### src/rtl/fa_bist_pkg.sv
// Shared types and helpers for the full-adder BIST controller.
package fa_bist_pkg;

  typedef enum logic [1:0] {
    IDLE,
    APPLY,
    SAMPLE,
    DONE
  } state_e;

  localparam int         NUM_VECTORS = 8;
  localparam logic [3:0] ERR_MAX     = 4'd15;

  // Golden full-adder response {C,S} for a {A,B,C_in} vector.
  function automatic logic [1:0] fa_expected(input logic [2:0] vec);
    return {1'b0, vec[2]} + {1'b0, vec[1]} + {1'b0, vec[0]};
  endfunction

endpackage

### src/rtl/fa_bist_checker.sv
// Combinational response check: compares the sampled adder output with the
// golden value and produces the saturated error count and first-fail enable.
module fa_bist_checker
  import fa_bist_pkg::*;
(
  input  logic [2:0] vec,
  input  logic       fa_s,
  input  logic       fa_c,
  input  logic [3:0] err_count,
  output logic [3:0] err_count_next,
  output logic       capture
);

  logic mismatch;

  always_comb begin
    mismatch       = ({fa_c, fa_s} != fa_expected(vec));
    err_count_next = err_count;
    if (mismatch && (err_count != ERR_MAX)) begin
      err_count_next = err_count + 4'd1;
    end
    // Only the very first mismatch of a run is recorded.
    capture = mismatch && (err_count == 4'd0);
  end

endmodule

### src/rtl/fa_bist.sv
// BIST controller: sweeps all {A,B,C_in} vectors into an external full adder,
// samples the response after SETTLE cycles and accumulates pass/fail stats.
module fa_bist
  import fa_bist_pkg::*;
#(
  parameter int SETTLE = 1,
  parameter int PASSES = 1
) (
  input  logic       clk,
  input  logic       rst,
  input  logic       start,
  output logic       fa_A,
  output logic       fa_B,
  output logic       fa_C_in,
  input  logic       fa_S,
  input  logic       fa_C,
  output logic       busy,
  output logic       done,
  output logic       pass,
  output logic [3:0] err_count,
  output logic [2:0] first_fail_vec,
  output logic [1:0] first_fail_resp
);

  localparam int SW = (SETTLE > 1) ? $clog2(SETTLE) : 1;
  localparam int PW = (PASSES > 1) ? $clog2(PASSES) : 1;

  state_e        state_q, state_d;
  logic [2:0]    vec_q, vec_d;
  logic [SW-1:0] settle_q, settle_d;
  logic [PW-1:0] pcnt_q, pcnt_d;
  logic [3:0]    err_q, err_d;
  logic [2:0]    ffv_q, ffv_d;
  logic [1:0]    ffr_q, ffr_d;
  logic          busy_q, busy_d;
  logic          done_q, done_d;
  logic          pass_q, pass_d;

  logic [3:0]    err_next;
  logic          capture;

  fa_bist_checker u_checker (
    .vec            (vec_q),
    .fa_s           (fa_S),
    .fa_c           (fa_C),
    .err_count      (err_q),
    .err_count_next (err_next),
    .capture        (capture)
  );

  always_comb begin
    state_d  = state_q;
    vec_d    = vec_q;
    settle_d = settle_q;
    pcnt_d   = pcnt_q;
    err_d    = err_q;
    ffv_d    = ffv_q;
    ffr_d    = ffr_q;
    busy_d   = busy_q;
    done_d   = done_q;
    pass_d   = pass_q;

    case (state_q)
      IDLE, DONE: begin
        if (start) begin
          state_d  = APPLY;
          vec_d    = 3'd0;
          settle_d = '0;
          pcnt_d   = '0;
          err_d    = 4'd0;
          ffv_d    = 3'd0;
          ffr_d    = 2'd0;
          busy_d   = 1'b1;
          done_d   = 1'b0;
          pass_d   = 1'b0;
        end
      end
      APPLY: begin
        if (settle_q == SW'(SETTLE - 1)) begin
          settle_d = '0;
          state_d  = SAMPLE;
        end else begin
          settle_d = settle_q + SW'(1);
        end
      end
      SAMPLE: begin
        err_d = err_next;
        if (capture) begin
          ffv_d = vec_q;
          ffr_d = {fa_C, fa_S};
        end
        // Last vector of a sweep either wraps into the next pass or ends the run.
        if (vec_q != 3'(NUM_VECTORS - 1)) begin
          vec_d   = vec_q + 3'd1;
          state_d = APPLY;
        end else if (pcnt_q != PW'(PASSES - 1)) begin
          vec_d   = 3'd0;
          pcnt_d  = pcnt_q + PW'(1);
          state_d = APPLY;
        end else begin
          state_d = DONE;
          busy_d  = 1'b0;
          done_d  = 1'b1;
          pass_d  = (err_next == 4'd0);
        end
      end
      default: state_d = IDLE;
    endcase
  end

  always_ff @(posedge clk) begin
    if (rst) begin
      state_q  <= IDLE;
      vec_q    <= 3'd0;
      settle_q <= '0;
      pcnt_q   <= '0;
      err_q    <= 4'd0;
      ffv_q    <= 3'd0;
      ffr_q    <= 2'd0;
      busy_q   <= 1'b0;
      done_q   <= 1'b0;
      pass_q   <= 1'b0;
    end else begin
      state_q  <= state_d;
      vec_q    <= vec_d;
      settle_q <= settle_d;
      pcnt_q   <= pcnt_d;
      err_q    <= err_d;
      ffv_q    <= ffv_d;
      ffr_q    <= ffr_d;
      busy_q   <= busy_d;
      done_q   <= done_d;
      pass_q   <= pass_d;
    end
  end

  assign {fa_A, fa_B, fa_C_in} = vec_q;
  assign busy            = busy_q;
  assign done            = done_q;
  assign pass            = pass_q;
  assign err_count       = err_q;
  assign first_fail_vec  = ffv_q;
  assign first_fail_resp = ffr_q;

endmodule
### config.mk
export PLATFORM = sky130hd
export DESIGN_NAME = fa_bist
export DESIGN_NICKNAME = d
export VERILOG_FILES = /design/src/rtl/fa_bist_pkg.sv /design/src/rtl/fa_bist_checker.sv /design/src/rtl/fa_bist.sv
export SDC_FILE = /design/constraint.sdc
export NUM_CORES = 1
export LEC_CHECK = 0
export CORE_ASPECT_RATIO = 0.7
export CORE_MARGIN = 1
export CORE_UTILIZATION = 33
export DETAILED_ROUTE_END_ITERATION = 10
export SLEW_MARGIN = 20
export SYNTH_ARGS = -nofsm -noshare
export SYNTH_HDL_FRONTEND = slang
export SYNTH_SLANG_ARGS = --single-unit
### constraint.sdc
create_clock -name clk -period 2.8 [get_ports clk]
set_input_delay 0.84 -clock clk [delete_from_list [all_inputs] [get_ports clk]]
set_output_delay 0.84 -clock clk [all_outputs]
set_load 0.02 [all_outputs]
Yosys cells after proc, flatten, opt, wreduce, memory -nomap -nowiden:

Cells that the tools add are included.

* register bits: 19
* latch bits: 0
* memory bits (writable): 0
* memory bits (read-only): 0
* bits of input ports: 5
* output and inout port bits: 15
* word-level logic and storage cells: 76
* memories kept: 0

* $add $sub $neg: 6
* $mul: 0
* divide/modulo/power cells: 0
* order comparisons: 0
* equality and inequality tests: 12
* shifts and indexed selects: 0
* muxes and demuxes: 33
* bitwise operators: 0
* reduce and logical (&&, ||, !) cells: 15

Operators with widths (number)
* $mux W2: 6
* $mux W3: 4
* $pmux W3 S2: 2
* $mux W1: 11
* $ne A2 B2 Y1 const B: 5
* $pmux W1 S2: 5
* $reduce_and A3 Y1: 3
* $logic_not A4 Y1: 2
* $mux W4: 2
* $pmux W4 S2: 1
* $ne A3 B3 Y1 const B: 2
* $pmux W2 S3: 1
* $reduce_and A2 Y1: 3
* $add A4 B1 Y4 const B: 1
* $eq A2 B2 Y1 const B: 2
* $ne A4 B4 Y1 const B: 1
* $pmux W2 S2: 1
* $reduce_and A4 Y1: 1
* $reduce_bool A2 Y1: 2
* $add A3 B1 Y3 const B: 1
* $add A1 B1 Y1 const B: 2
* $add A1 B1 Y2: 1
* $add A2 B1 Y2: 1
* $eq A2 B1 Y1 const B: 1
* 4 further kinds: 5

Depth between registers and ports, before layout:

Gate-level depths: netlist (run 1).

* depth in word-level cells: 9
* depth in mapped cells: 7

Modules after synthesis:

A second synthesis (run 1) with hierarchy kept.

* cells, all modules: 109
* area total of the unflattened synthesis: 1026.0 um2

By module, submodules not included
* fa_bist: times used 1, cells an instance 90, area an instance 864.6 um2, sequential area each 340.3 um2
* fa_bist_checker: times used 1, cells an instance 19, area an instance 161.4 um2, sequential area each 0.0 um2

Worst setup path before layout (run 1):

Ideal clock, no wire load.

* kind: register -> register
* start point: register vec_q[2]
* end point: register pass_q (netlist: pass)
* setup time: 87 ps
* arrival time: 2043 ps
* required time: 2713 ps
* setup slack: 670 ps
* stages on the path, launching flop included: 7
* path buffers: 0
* path through: dfxtp_1 > inv_1 > fa_1 > xor2_2 > a2111o_1 > o311a_1 > o31ai_1

* cells in the longest elaborated chain, start to end: 9

RTL lines
* from (decl): line fa_bist.sv:29 `logic [2:0] vec_q, vec_d;`
* from (signal assigned): line fa_bist.sv:125 `vec_q <= vec_d;`
* $add A1 B1 Y2: line fa_bist_pkg.sv:16 `return {1'b0, vec[2]} + {1'b0, vec[1]} + {1'b0, vec[0]};`
* $add A2 B1 Y2: line fa_bist_pkg.sv:16
* $ne A2 B2 Y1: line fa_bist_checker.sv:17 `mismatch = ({fa_c, fa_s} != fa_expected(vec));`
* $logic_and A1 B1 Y1: line fa_bist_checker.sv:19 `if (mismatch && (err_count != ERR_MAX)) begin`
* $mux W4: line fa_bist_checker.sv:19
* $logic_not A4 Y1: line fa_bist.sv:104 `pass_d = (err_next == 4'd0);`
* $mux W1: line fa_bist.sv:96 `end else if (pcnt_q != PW'(PASSES - 1)) begin`
* $mux W1: line fa_bist.sv:93 `if (vec_q != 3'(NUM_VECTORS - 1)) begin`
* $pmux W1 S2: line fa_bist.sv:63 `case (state_q)`
* to (signal assigned): line fa_bist.sv:133 `pass_q <= pass_d;`
* to (decl): line fa_bist.sv:37 `logic pass_q, pass_d;`

Parallel ways exist; a longest one is shown, timed or not. The select of a mux whose other input is x is not followed.
A chain may end at the register's enable or synchronous reset.

Worst setup path after layout (run 1):

* start point: register err_q[2] (netlist: err_count[2])
* end point: output port err_count[2]

RTL lines
* from (decl): line fa_bist.sv:32 `logic [3:0] err_q, err_d;`
* from (signal assigned): line fa_bist.sv:128 `err_q <= err_d;`
* to (decl): line fa_bist.sv:20 `output logic [3:0] err_count,`

No word-level cell between the ends.

==> summary.md, run 1 <==
| Metric | Value |
|---|---|
| Total grt overflow | `0` |
| Rows | `16` |
| First-pass GRT wire length | `4.12 mm` |
| Layout net count | `159` |
| Critical path peak fanout | `11` |
| Clock Tree Buf Depth | `2` |
| CP max stage delay | `680 ps` |
| Worst Path Arrival | `1460 ps` |
| Maxcap violations | `0` |
| CTS tree | `done` |
| Initial antenna violation count | `0` |
| Maximum VDD drop | `389 uV` |
| DR DRC count | `0` |
| Cell family with most CP delay | `buffers and inverters` |
| Vias | `960` |
| WL per Instance | `13.5 um` |
| Gr busiest metal | `met1` |
| Slew headroom | `64.3%` |
| Yosys cell types | `39` |
| Seq/Total Area, Yosys | `31.8%` |
| RePlAce Congestion | `0.796` |
| Die Height | `49.7 um` |
| Clock transition at the registers of the reported paths | `70 ps` |
| Leakage dissipation | `0.433 nW` |
| Worst-path cell with the longest stage delay | `clkdlybuf4s50_1` |
| Setup TNS | `0 ps` |
| H-tree depth | `1` |
| Setup crit start kind | `register` |
| Vias per cell | `5.27` |
| Layout cells sized above 1 | `8.90%` |
| Layout area overhead | `24.2%` |
| Post-synth net total | `141` |
| Cts hold-fix bufs | `0` |
| I/O pin cnt | `20` |
| Largest net degree at the start of global routing | `17` |
| GR met3 Demand/Resource | `4.91%` |
| Netlist Area Pre-Place | `1070 um2` |
| CP Class | `reg -> out` |
| Met1 Use GR | `21.9%` |
| Post-CTS sizing | `0` |
| Gr usage total | `15.1%` |
| Pre-Repair DR Iteration Count | `4` |
| Cells along the critical path | `clkdlybuf4s50_1` |
| PD cells | `420 nW/um2` |
| Status | `complete, no violations` |
| Minimum clock period | `2300 ps` |
| Yosys warning total | `0` |
| Post-Route WL | `2.45 mm` |
| Die width | `70.1 um` |
| Mapped Cells | `129` |
| Hold Violations, Final | `0` |
| I/O Buffers | `19` |
| Post-CTS setup buffer count | `0` |
| Final period util | `82.1%` |
| Slew Viols, Final | `0` |
| Worst hold start | `first_fail_vec[1]` |
| Total CTS buffers | `3` |
| Bufs and invs on worst path | `1` |
| Reg2Reg Setup Slack | `550 ps` |
| Routed Antenna Nets | `0` |
| Actual slew at the worst max-slew pin | `536 ps` |
| Dpl hpwl | `1.84 mm` |
| Crit. End Element | `output port` |
| Fmax | `0.435 GHz` |
| Clk Latency, worst-skew pair | `250 ps` |
| Mean post-synth cell area | `8.30 um2` |
| RSZ-0062 raised after global routing | `false` |
| Final worst-path setup slack | `502 ps` |
| Starting DRT DRC Count | `20` |
| Die area | `3480 um2` |
| CP required | `1960 ps` |
| Post-place setup slack | `292 ps` |
| Initial Utilization | `36.4%` |
| Sinks on the clock net | `17` |
| Tightest hold margin | `470 ps` |
| Clk_skew | `1.80 ps` |
| Inserted Diodes | `0` |
| Core area | `2940 um2` |
| Vias in the first global route | `892` |
| CTS root buffer | `clkbuf_8` |
| HP Class | `reg -> reg` |
| Worst Setup SP | `err_count[2]` |
| GR Util met2 | `21.8%` |
| Worst r2r src | `vec_q[2]` |
| Setup-failing EPs final | `0` |
| Seq cells post-synth | `17` |
## cells in the final DEF, fill, tap and decap left out, drive strengths merged, types with 2 or more instances in the layout
cell type / instances
o21ai: 7
xnor2: 2
a22oi: 2
inv: 8
o2bb2ai: 5
nand4: 2
nor3: 3
a21oi: 8
nand2b: 7
xor2: 2
o31ai: 4
nand3: 3
dfxtp: 17
ha: 6
clkdlybuf4s50: 19
nor2b: 3
and2: 2
nor2: 11
nand2: 10
a211oi: 5
clkbuf: 3
a31oi: 3
## metal layers
layer | vias up | share of wire, %
met1 | 439 | 56
met3 | 2 | 4.8
met2 | 19 | 38
met5 | - | 0
li1 | 500 | -
met4 | 0 | 0.49
## synth_stat cells
| library cell | count | area [um2] |
|---|---|---|
| nand2_2 | 1 | 6.26 |
| buf_2 | 3 | 15.0 |
| nor3_1 | 2 | 10.0 |
| dfxtp_1 | 17 | 340 |
| nor3_2 | 1 | 10.0 |
| a21oi_2 | 1 | 8.76 |
| nor2b_1 | 3 | 18.8 |
| nand3b_1 | 1 | 7.51 |
| o22a_1 | 1 | 8.76 |
| xor2_2 | 2 | 32.5 |
| o221ai_1 | 1 | 8.76 |
| a211oi_1 | 5 | 37.5 |
| o21ai_0 | 3 | 15.0 |
| a2111o_1 | 1 | 11.3 |
| nor2_1 | 11 | 41.3 |
| a2111oi_0 | 1 | 8.76 |
| nand2_1 | 9 | 33.8 |
| nand3_1 | 3 | 15.0 |
| a22oi_1 | 2 | 15.0 |
| clkbuf_1 | 3 | 11.3 |
| o2bb2ai_1 | 5 | 43.8 |
| and3_2 | 1 | 7.51 |
| o311a_1 | 1 | 10.0 |
| o31ai_1 | 4 | 30.0 |
| a21o_2 | 1 | 8.76 |
| and4b_2 | 1 | 11.3 |
| xnor2_1 | 2 | 17.5 |
| and2_1 | 2 | 12.5 |
| o21ai_1 | 4 | 20.0 |
| inv_1 | 8 | 30.0 |
| buf_1 | 1 | 3.75 |
| a31oi_1 | 3 | 18.8 |
| nand4_1 | 2 | 12.5 |
| a21oi_1 | 7 | 35.0 |
| a21boi_1 | 1 | 7.51 |
| nand2b_1 | 7 | 43.8 |
| ha_1 | 6 | 75.1 |
| fa_1 | 1 | 20.0 |
| o211ai_1 | 1 | 7.51 |
## power by group
part	internal, mW	switching [mW]	total [mW]
sequential	0.249	0.00705	0.256
combinational	0.0435	0.0746	0.118
clock	0.0987	0.0862	0.185
total	0.391	0.168	0.559
## cell type report
class	count	area, um2
repair buffers	20	198
inverters	8	30.0
fillers	284	1610
flip-flops and latches	17	340
clock inverters	1	5.00
multi-input cells	97	671
clock buffers	3	41.3
well taps	36	45.0
## final timing paths
path	end	cells past startpoint
setup / recovery	err_count[2]	1
hold / removal	first_fail_vec[1]	2
setup reg to reg	pass	6
hold reg to reg	first_fail_vec[1]	2
## worst reg2reg max path, stage by stage, from the launching register on
cell       delay [ps]
dfxtp_1           460
inv_1             100
fa_1              560
xor2_2            240
a2111oi_0         480
a211oi_1          110
o31ai_1           230
## stage by stage
stage          instances  cell area, um2  utilization (%)  power, mW
2_1_floorplan        129            1070                -      0.345
3_3_place_gp         178            1280             43.6      0.376
3_5_place_dp         178            1280             43.6      0.379
4_1_cts              182            1330             45.2      0.565
5_1_grt              182            1330             45.2      0.586
6_report             182            1330             45.2      0.559
## logic make-up after synthesis
kind of cell | share of synthesized area, %
flops | 31.8
compound gates | 27.6
fa+ha+maj | 8.88
buf+inv | 5.61
xor+xnor | 4.67
simple gates | 21.5
## registers in the layout (all words and copies together) (netlist names)
name,flops
err_count,4
first_fail_vec,3
vec_q,3
first_fail_resp,2
state_q,2
busy,1
done,1
pass,1
No activity file was read; power rests on OpenSTA's default activity.
==> run 2: changes to the inputs <==
==> constraint.sdc (replaced) <==
create_clock -name clk -period 2.4 [get_ports clk]
set_input_delay 0.72 -clock clk [delete_from_list [all_inputs] [get_ports clk]]
set_output_delay 0.72 -clock clk [all_outputs]
set_load 0.02 [all_outputs]
==> summary.md, run 2 (synthesis results as in run 1) <==
| Metric | Value |
|---|---|
| Worst Path Arrival | `2360 ps (was 1460 ps)` |
| Fmax | `0.458 GHz` |
| Max reg flops | `4 (unchanged)` |
| Starting DRT DRC Count | `68 (was 20)` |
| Status | `complete, no violations (unchanged)` |
| Setup TNS | `0 ps (unchanged)` |
| Final period util | `91.0%` |
| Maxcap violations | `0 (unchanged)` |
| Gr busiest metal | `met1 (unchanged)` |
| Initial Utilization | `36.4% (unchanged)` |
| CP max stage delay | `510 ps (was 680 ps)` |
| Clock Tree Buf Depth | `2 (unchanged)` |
| RSZ-0062 raised after global routing | `false (unchanged)` |
| Flop pwr share | `45.4% (was 45.8%)` |
| Slew headroom | `63.4% (was 64.3%)` |
| Inserted Diodes | `0 (unchanged)` |
| Pre-Repair DR Iteration Count | `4 (unchanged)` |
| Vias | `999 (was 960)` |
| Share of power burned in the clock network | `32.1% (was 33.1%)` |
| Worst Setup SP | `fa_C (was err_count[2])` |
| Cells along the critical path | `clkdlybuf4s50_1 > xnor2_1 > o211ai_1 > nor3_2 > o2bb2ai_1 (was clkdlybuf4s50_1)` |
| Worst R2R Path Depth | `6 (unchanged)` |
| CP Class | `in -> reg (was reg -> out)` |
| Cell family with most CP delay | `buffers and inverters (unchanged)` |
| Net Sw Power | `0.192 mW (was 0.168 mW)` |
| Die width | `70.1 um (unchanged)` |
| Vias per cell | `5.34 (was 5.27)` |
| Worst r2r src | `vec_q[2] (unchanged)` |
| Met1 Use GR | `23.3% (was 21.9%)` |
| Worst Hold Depth | `2 (unchanged)` |
| Layout cells sized above 1 | `11.3% (was 8.90%)` |
| Largest net degree at the start of global routing | `17 (unchanged)` |
| Crit. End Element | `register (was output port)` |
| Bufs and invs on worst path | `1 (unchanged)` |
| Die area | `3480 um2 (unchanged)` |
| Commonest non-fill, non-tap cell in the layout | `clkdlybuf4s50_1 (unchanged)` |
| Post-CTS setup buffer count | `0 (unchanged)` |
| Total CTS buffers | `3 (unchanged)` |
| PnR Total Power | `0.656 mW (was 0.559 mW)` |
| Gr usage total | `15.9% (was 15.1%)` |
| HP Class | `reg -> reg (unchanged)` |
| GR met3 Demand/Resource | `5.32% (was 4.91%)` |
| Combinational share of power | `22.6% (was 21.1%)` |
| First-pass GRT wire length | `4.35 mm (was 4.12 mm)` |
| RePlAce Congestion | `0.788 (was 0.796)` |
| Critical path peak fanout | `5 (was 11)` |
| Post-CTS sizing | `0 (unchanged)` |
| Setup crit start kind | `primary input (was register)` |
| CP required | `2580 ps (was 1960 ps)` |
| CTS root buffer | `clkbuf_8 (unchanged)` |
| CTS tree | `done (unchanged)` |
| Most frequent cells in the layout | `19 x clkdlybuf4s50_1, 17 x dfxtp_1, 11 x nor2_1, 9 x nand2_1, 8 x inv_1 (unchanged)` |
| DR DRC count | `0 (unchanged)` |
| PD cells | `480 nW/um2 (was 420 nW/um2)` |
| Internal Power | `0.464 mW (was 0.391 mW)` |
| Worst hold start | `first_fail_vec[2] (was first_fail_vec[1])` |
| Maximum VDD drop | `339 uV (was 389 uV)` |
| WL per Instance | `13.6 um (was 13.5 um)` |
| Hold Violations, Final | `0 (unchanged)` |
| Total grt overflow | `0 (unchanged)` |
| Clock transition at the registers of the reported paths | `70 ps (about the same)` |
| H-tree depth | `1 (unchanged)` |
| Rows | `16 (unchanged)` |
| Leakage dissipation | `0.456 nW (was 0.433 nW)` |
| I/O pin cnt | `20 (unchanged)` |
| Clk_skew | `5.37 ps (was 1.80 ps)` |
| Actual slew at the worst max-slew pin | `550 ps (was 536 ps)` |
| Cts hold-fix bufs | `0 (unchanged)` |
| Layout net count | `164 (was 159)` |
| Initial antenna violation count | `0 (unchanged)` |
| Die Height | `49.7 um (unchanged)` |
| Clk Latency, worst-skew pair | `250 ps (about the same)` |
| I/O Buffers | `19 (unchanged)` |
| Minimum clock period | `2180 ps` |
| Setup-failing EPs final | `0 (unchanged)` |
| Dpl hpwl | `1.93 mm (was 1.84 mm)` |
| Sinks on the clock net | `17 (unchanged)` |
| Slew Viols, Final | `0 (unchanged)` |
| Crit path depth | `5 (was 1)` |
| Routed Antenna Nets | `0 (unchanged)` |
| Switch share | `29.2% (was 30.0%)` |
| Vias in the first global route | `917 (was 892)` |
| Worst-path cell with the longest stage delay | `clkdlybuf4s50_1 (unchanged)` |
| Post-Route WL | `2.54 mm (was 2.45 mm)` |
| Layout area overhead | `27.6% (was 24.2%)` |
| Core area | `2940 um2 (unchanged)` |
| GR Util met2 | `22.9% (was 21.8%)` |
## run 2: cell types whose count changed in the layout (fill, tap and decap cells not counted), sizes merged
| cell | before | now |
|---|---|---|
| buf | 1 | 6 |
| clkbuf | 3 | 4 |
| clkinv | 1 | 0 |
## run 2: routing by layer
layer	share of wire, %	wire [um]
met1	51	1300
met2	41	1040
met3	7.7	197
met4	0	0
met5	0	0
## run 2: final timing paths
kind / slack (ps) / end
setup reg to reg: 280 / first_fail_vec[1]
hold / removal: 460 / first_fail_vec[2]
hold reg to reg: 460 / first_fail_vec[2]
setup / recovery: 220 / first_fail_vec[1]
## run 2: stage by stage
| stage | hold WS (ps) | util (%) | area [um2] | std cells | worst slack (ps) |
|---|---|---|---|---|---|
| 4_1_cts | 468 | 46.4 | 1370 | 187 | 228 |
| 6_report | 465 | 46.4 | 1370 | 187 | 217 |
| 3_5_place_dp | 456 | 44.9 | 1320 | 183 | -19.7 |
| 2_1_floorplan | 495 | - | 1070 | 129 | 270 |
| 5_1_grt | 494 | 46.4 | 1370 | 187 | 81.5 |
| 3_3_place_gp | 452 | 44.9 | 1320 | 183 | 21.9 |
## run 2: worst reg2reg max path: stages, from the launching register on
cell and delay, ps:
dfxtp_1 330, inv_1 60, fa_1 550, xnor2_1 430
o211ai_1 200, nor3_2 320, o2bb2ai_1 160
## run 2: final cells by class
class / count / area (um2)
inverter: 8 / 30.0
sequential: 17 / 340
multi-input combinational: 97 / 671
timing repair buffer: 25 / 235
clock buffer: 4 / 45.0
fill: 294 / 1580
tap: 36 / 45.0
## run 2: power by group through the flow
| stage | registers [mW] | clock network, mW | logic [mW] |
|---|---|---|---|
| after detailed placement | 0.304 | 0 | 0.147 |
| after global placement | 0.303 | 0 | 0.143 |
| after global routing | 0.299 | 0.232 | 0.164 |
| final | 0.298 | 0.210 | 0.148 |
| after floorplan | 0.309 | 0 | 0.0938 |
| after CTS | 0.298 | 0.219 | 0.148 |
==> run 3: changes to the inputs <==
--- a/config.mk
+++ b/config.mk
@@ -9,7 +9,9 @@
 export CORE_MARGIN = 1
 export CORE_UTILIZATION = 33
 export DETAILED_ROUTE_END_ITERATION = 10
+export REMOVE_ABC_BUFFERS = 1
 export SLEW_MARGIN = 20
 export SYNTH_ARGS = -nofsm -noshare
 export SYNTH_HDL_FRONTEND = slang
 export SYNTH_SLANG_ARGS = --single-unit
+export TNS_END_PERCENT = 5
==> summary.md, run 3 (synthesis results as in run 1) <==
| Metric | Value |
|---|---|
| Status | `complete, no violations (unchanged)` |
| Post-CTS setup buffer count | `0 (unchanged)` |
| Fillers | `285 (was 294)` |
| Switch share | `29.0% (was 29.2%)` |
| Initial antenna violation count | `0 (unchanged)` |
| Vias per cell | `5.33 (was 5.34)` |
| Starting DRT DRC Count | `50 (was 68)` |
| CTS root buffer | `clkbuf_8 (unchanged)` |
| Worst Setup SP | `err_count[2] (was fa_C)` |
| CP required | `1680 ps (was 2580 ps)` |
| Final Instance Count excl. Fillers | `190 (was 187)` |
| Met1 Use GR | `22.2% (was 23.3%)` |
| Cells along the critical path | `clkdlybuf4s50_1 (was clkdlybuf4s50_1 > xnor2_1 > o211ai_1 > nor3_2 > o2bb2ai_1)` |
| DR DRC count | `0 (unchanged)` |
| Tightest hold margin | `463 ps (was 465 ps)` |
| WL per Instance | `13.6 um (about the same)` |
| Internal Power | `0.468 mW (was 0.464 mW)` |
| Die Height | `49.7 um (unchanged)` |
| Dpl cells | `186 (was 183)` |
| Flop pwr share | `45.2% (was 45.4%)` |
| Layout cells sized above 1 | `13.0% (was 11.3%)` |
| Clk_skew | `3.01 ps (was 5.37 ps)` |
| Largest net degree at the start of global routing | `17 (unchanged)` |
| Gr usage total | `16.4% (was 15.9%)` |
| Hold Violations, Final | `0 (unchanged)` |
| Post-place setup slack | `83.6 ps (was -19.7 ps)` |
| CP Class | `reg -> out (was in -> reg)` |
| Worst r2r src | `vec_q[2] (unchanged)` |
| Post-Route WL | `2.58 mm (was 2.54 mm)` |
| Die area | `3480 um2 (unchanged)` |
| Bufs and invs on worst path | `1 (unchanged)` |
| Maximum VDD drop | `322 uV (was 339 uV)` |
| Gr busiest metal | `met2 (was met1)` |
| Clock transition at the registers of the reported paths | `70 ps (about the same)` |
| H-tree depth | `1 (unchanged)` |
| GR met3 Demand/Resource | `5.11% (was 5.32%)` |
| Dpl hpwl | `1.97 mm (was 1.93 mm)` |
| Leakage dissipation | `0.471 nW (was 0.456 nW)` |
| Worst hold start | `first_fail_resp[1] (was first_fail_vec[2])` |
| Actual slew at the worst max-slew pin | `532 ps (was 550 ps)` |
| Cts hold-fix bufs | `0 (unchanged)` |
| Routed Antenna Nets | `0 (unchanged)` |
| Total grt overflow | `0 (unchanged)` |
| Final period util | `91.1% (was 91.0%)` |
| Combinational share of power | `22.9% (was 22.6%)` |
| Setup crit start kind | `register (was primary input)` |
| Slew Viols, Final | `0 (unchanged)` |
| Design area | `1390 um2 (was 1370 um2)` |
| Sinks on the clock net | `17 (unchanged)` |
| Cell family with most CP delay | `buffers and inverters (unchanged)` |
| Inserted Diodes | `0 (unchanged)` |
| Initial Utilization | `36.4% (unchanged)` |
| Minimum clock period | `2190 ps (was 2180 ps)` |
| Maxcap violations | `0 (unchanged)` |
| Rows | `16 (unchanged)` |
| Vias in the first global route | `986 (was 917)` |
| Clock Tree Buf Depth | `2 (unchanged)` |
| GR Util met2 | `25.8% (was 22.9%)` |
| First-pass GRT wire length | `4.51 mm (was 4.35 mm)` |
| I/O pin cnt | `20 (unchanged)` |
| PnR Total Power | `0.659 mW (was 0.656 mW)` |
| CP max stage delay | `690 ps (was 510 ps)` |
| HP Class | `reg -> reg (unchanged)` |
| Setup TNS | `0 ps (unchanged)` |
| Crit. End Element | `output port (was register)` |
| DP Area | `1340 um2 (was 1320 um2)` |
| PD cells | `475 nW/um2 (was 480 nW/um2)` |
| Fin util | `47.2% (was 46.4%)` |
| Core area | `2940 um2 (unchanged)` |
| Worst Path Arrival | `1470 ps (was 2360 ps)` |
| CTS tree | `done (unchanged)` |
| RSZ-0062 raised after global routing | `false (unchanged)` |
| Final worst-path setup slack | `214 ps (was 217 ps)` |
| Critical path peak fanout | `11 (was 5)` |
| Die width | `70.1 um (unchanged)` |
| I/O Buffers | `19 (unchanged)` |
| Vias | `1,012 (was 999)` |
| RePlAce Congestion | `0.811 (was 0.788)` |
| Share of power burned in the clock network | `31.9% (was 32.1%)` |
| Slew headroom | `64.5% (was 63.4%)` |
| Reg2Reg Setup Slack | `370 ps (was 280 ps)` |
| Post-CTS sizing | `0 (unchanged)` |
| Pre-Repair DR Iteration Count | `4 (unchanged)` |
| Worst-path cell with the longest stage delay | `clkdlybuf4s50_1 (unchanged)` |
| Fmax | `0.457 GHz (was 0.458 GHz)` |
| Max reg flops | `4 (unchanged)` |
| Setup-failing EPs final | `0 (unchanged)` |
| Commonest non-fill, non-tap cell in the layout | `clkdlybuf4s50_1 (unchanged)` |
| Most frequent cells in the layout | `19 x clkdlybuf4s50_1, 17 x dfxtp_1, 11 x nor2_1, 9 x nand2_1, 9 x buf_4 (was 19 x clkdlybuf4s50_1, 17 x dfxtp_1, 11 x nor2_1, 9 x nand2_1, 8 x inv_1)` |
| Net Sw Power | `0.191 mW (was 0.192 mW)` |
| Layout net count | `167 (was 164)` |
| Layout area overhead | `29.7% (was 27.6%)` |
| Total CTS buffers | `3 (unchanged)` |
| Clk Latency, worst-skew pair | `250 ps (about the same)` |
## run 3: changes by cell type in the layout (fill, tap and decap cells not counted), sizes merged
cell	before	now
buf	6	9
## run 3: cell type report
class / count / area (um2) / area share, %
Clock buffer: 4 / 45.0 / 3.24
Inverter: 8 / 30.0 / 2.16
Multi-Input combinational cell: 97 / 671 / 48.3
Sequential cell: 17 / 340 / 24.5
Tap cell: 36 / 45.0 / 3.24
Timing Repair Buffer: 28 / 258 / 18.6
## run 3: final timing paths
kind / endpoint / cells after the start
worst max-delay path: err_count[2] / 1
worst min-delay path: first_fail_resp[1] / 2
worst max register to register: pass / 6
worst min register to register: first_fail_resp[1] / 2
## run 3: routing by layer
metal	wire [um]	part of all wire (%)
met1	1410	54
met3	119	4.6
met4	19	0.74
met5	0	0
met2	1040	40
## run 3: tightest hold or removal path: stages (launching register included)
cell and delay (ps):
dfxtp_1 310, nand2b_1 60, o2bb2ai_1 50
## run 3: power by group through the flow
stage / Sequential (mW) / Combinational [mW] / Clock (mW)
after floorplan: 0.309 / 0.0876 / 0
after global placement: 0.303 / 0.147 / 0
after detailed placement: 0.304 / 0.150 / 0
after CTS: 0.298 / 0.151 / 0.219
after global routing: 0.299 / 0.166 / 0.238
final: 0.298 / 0.151 / 0.211
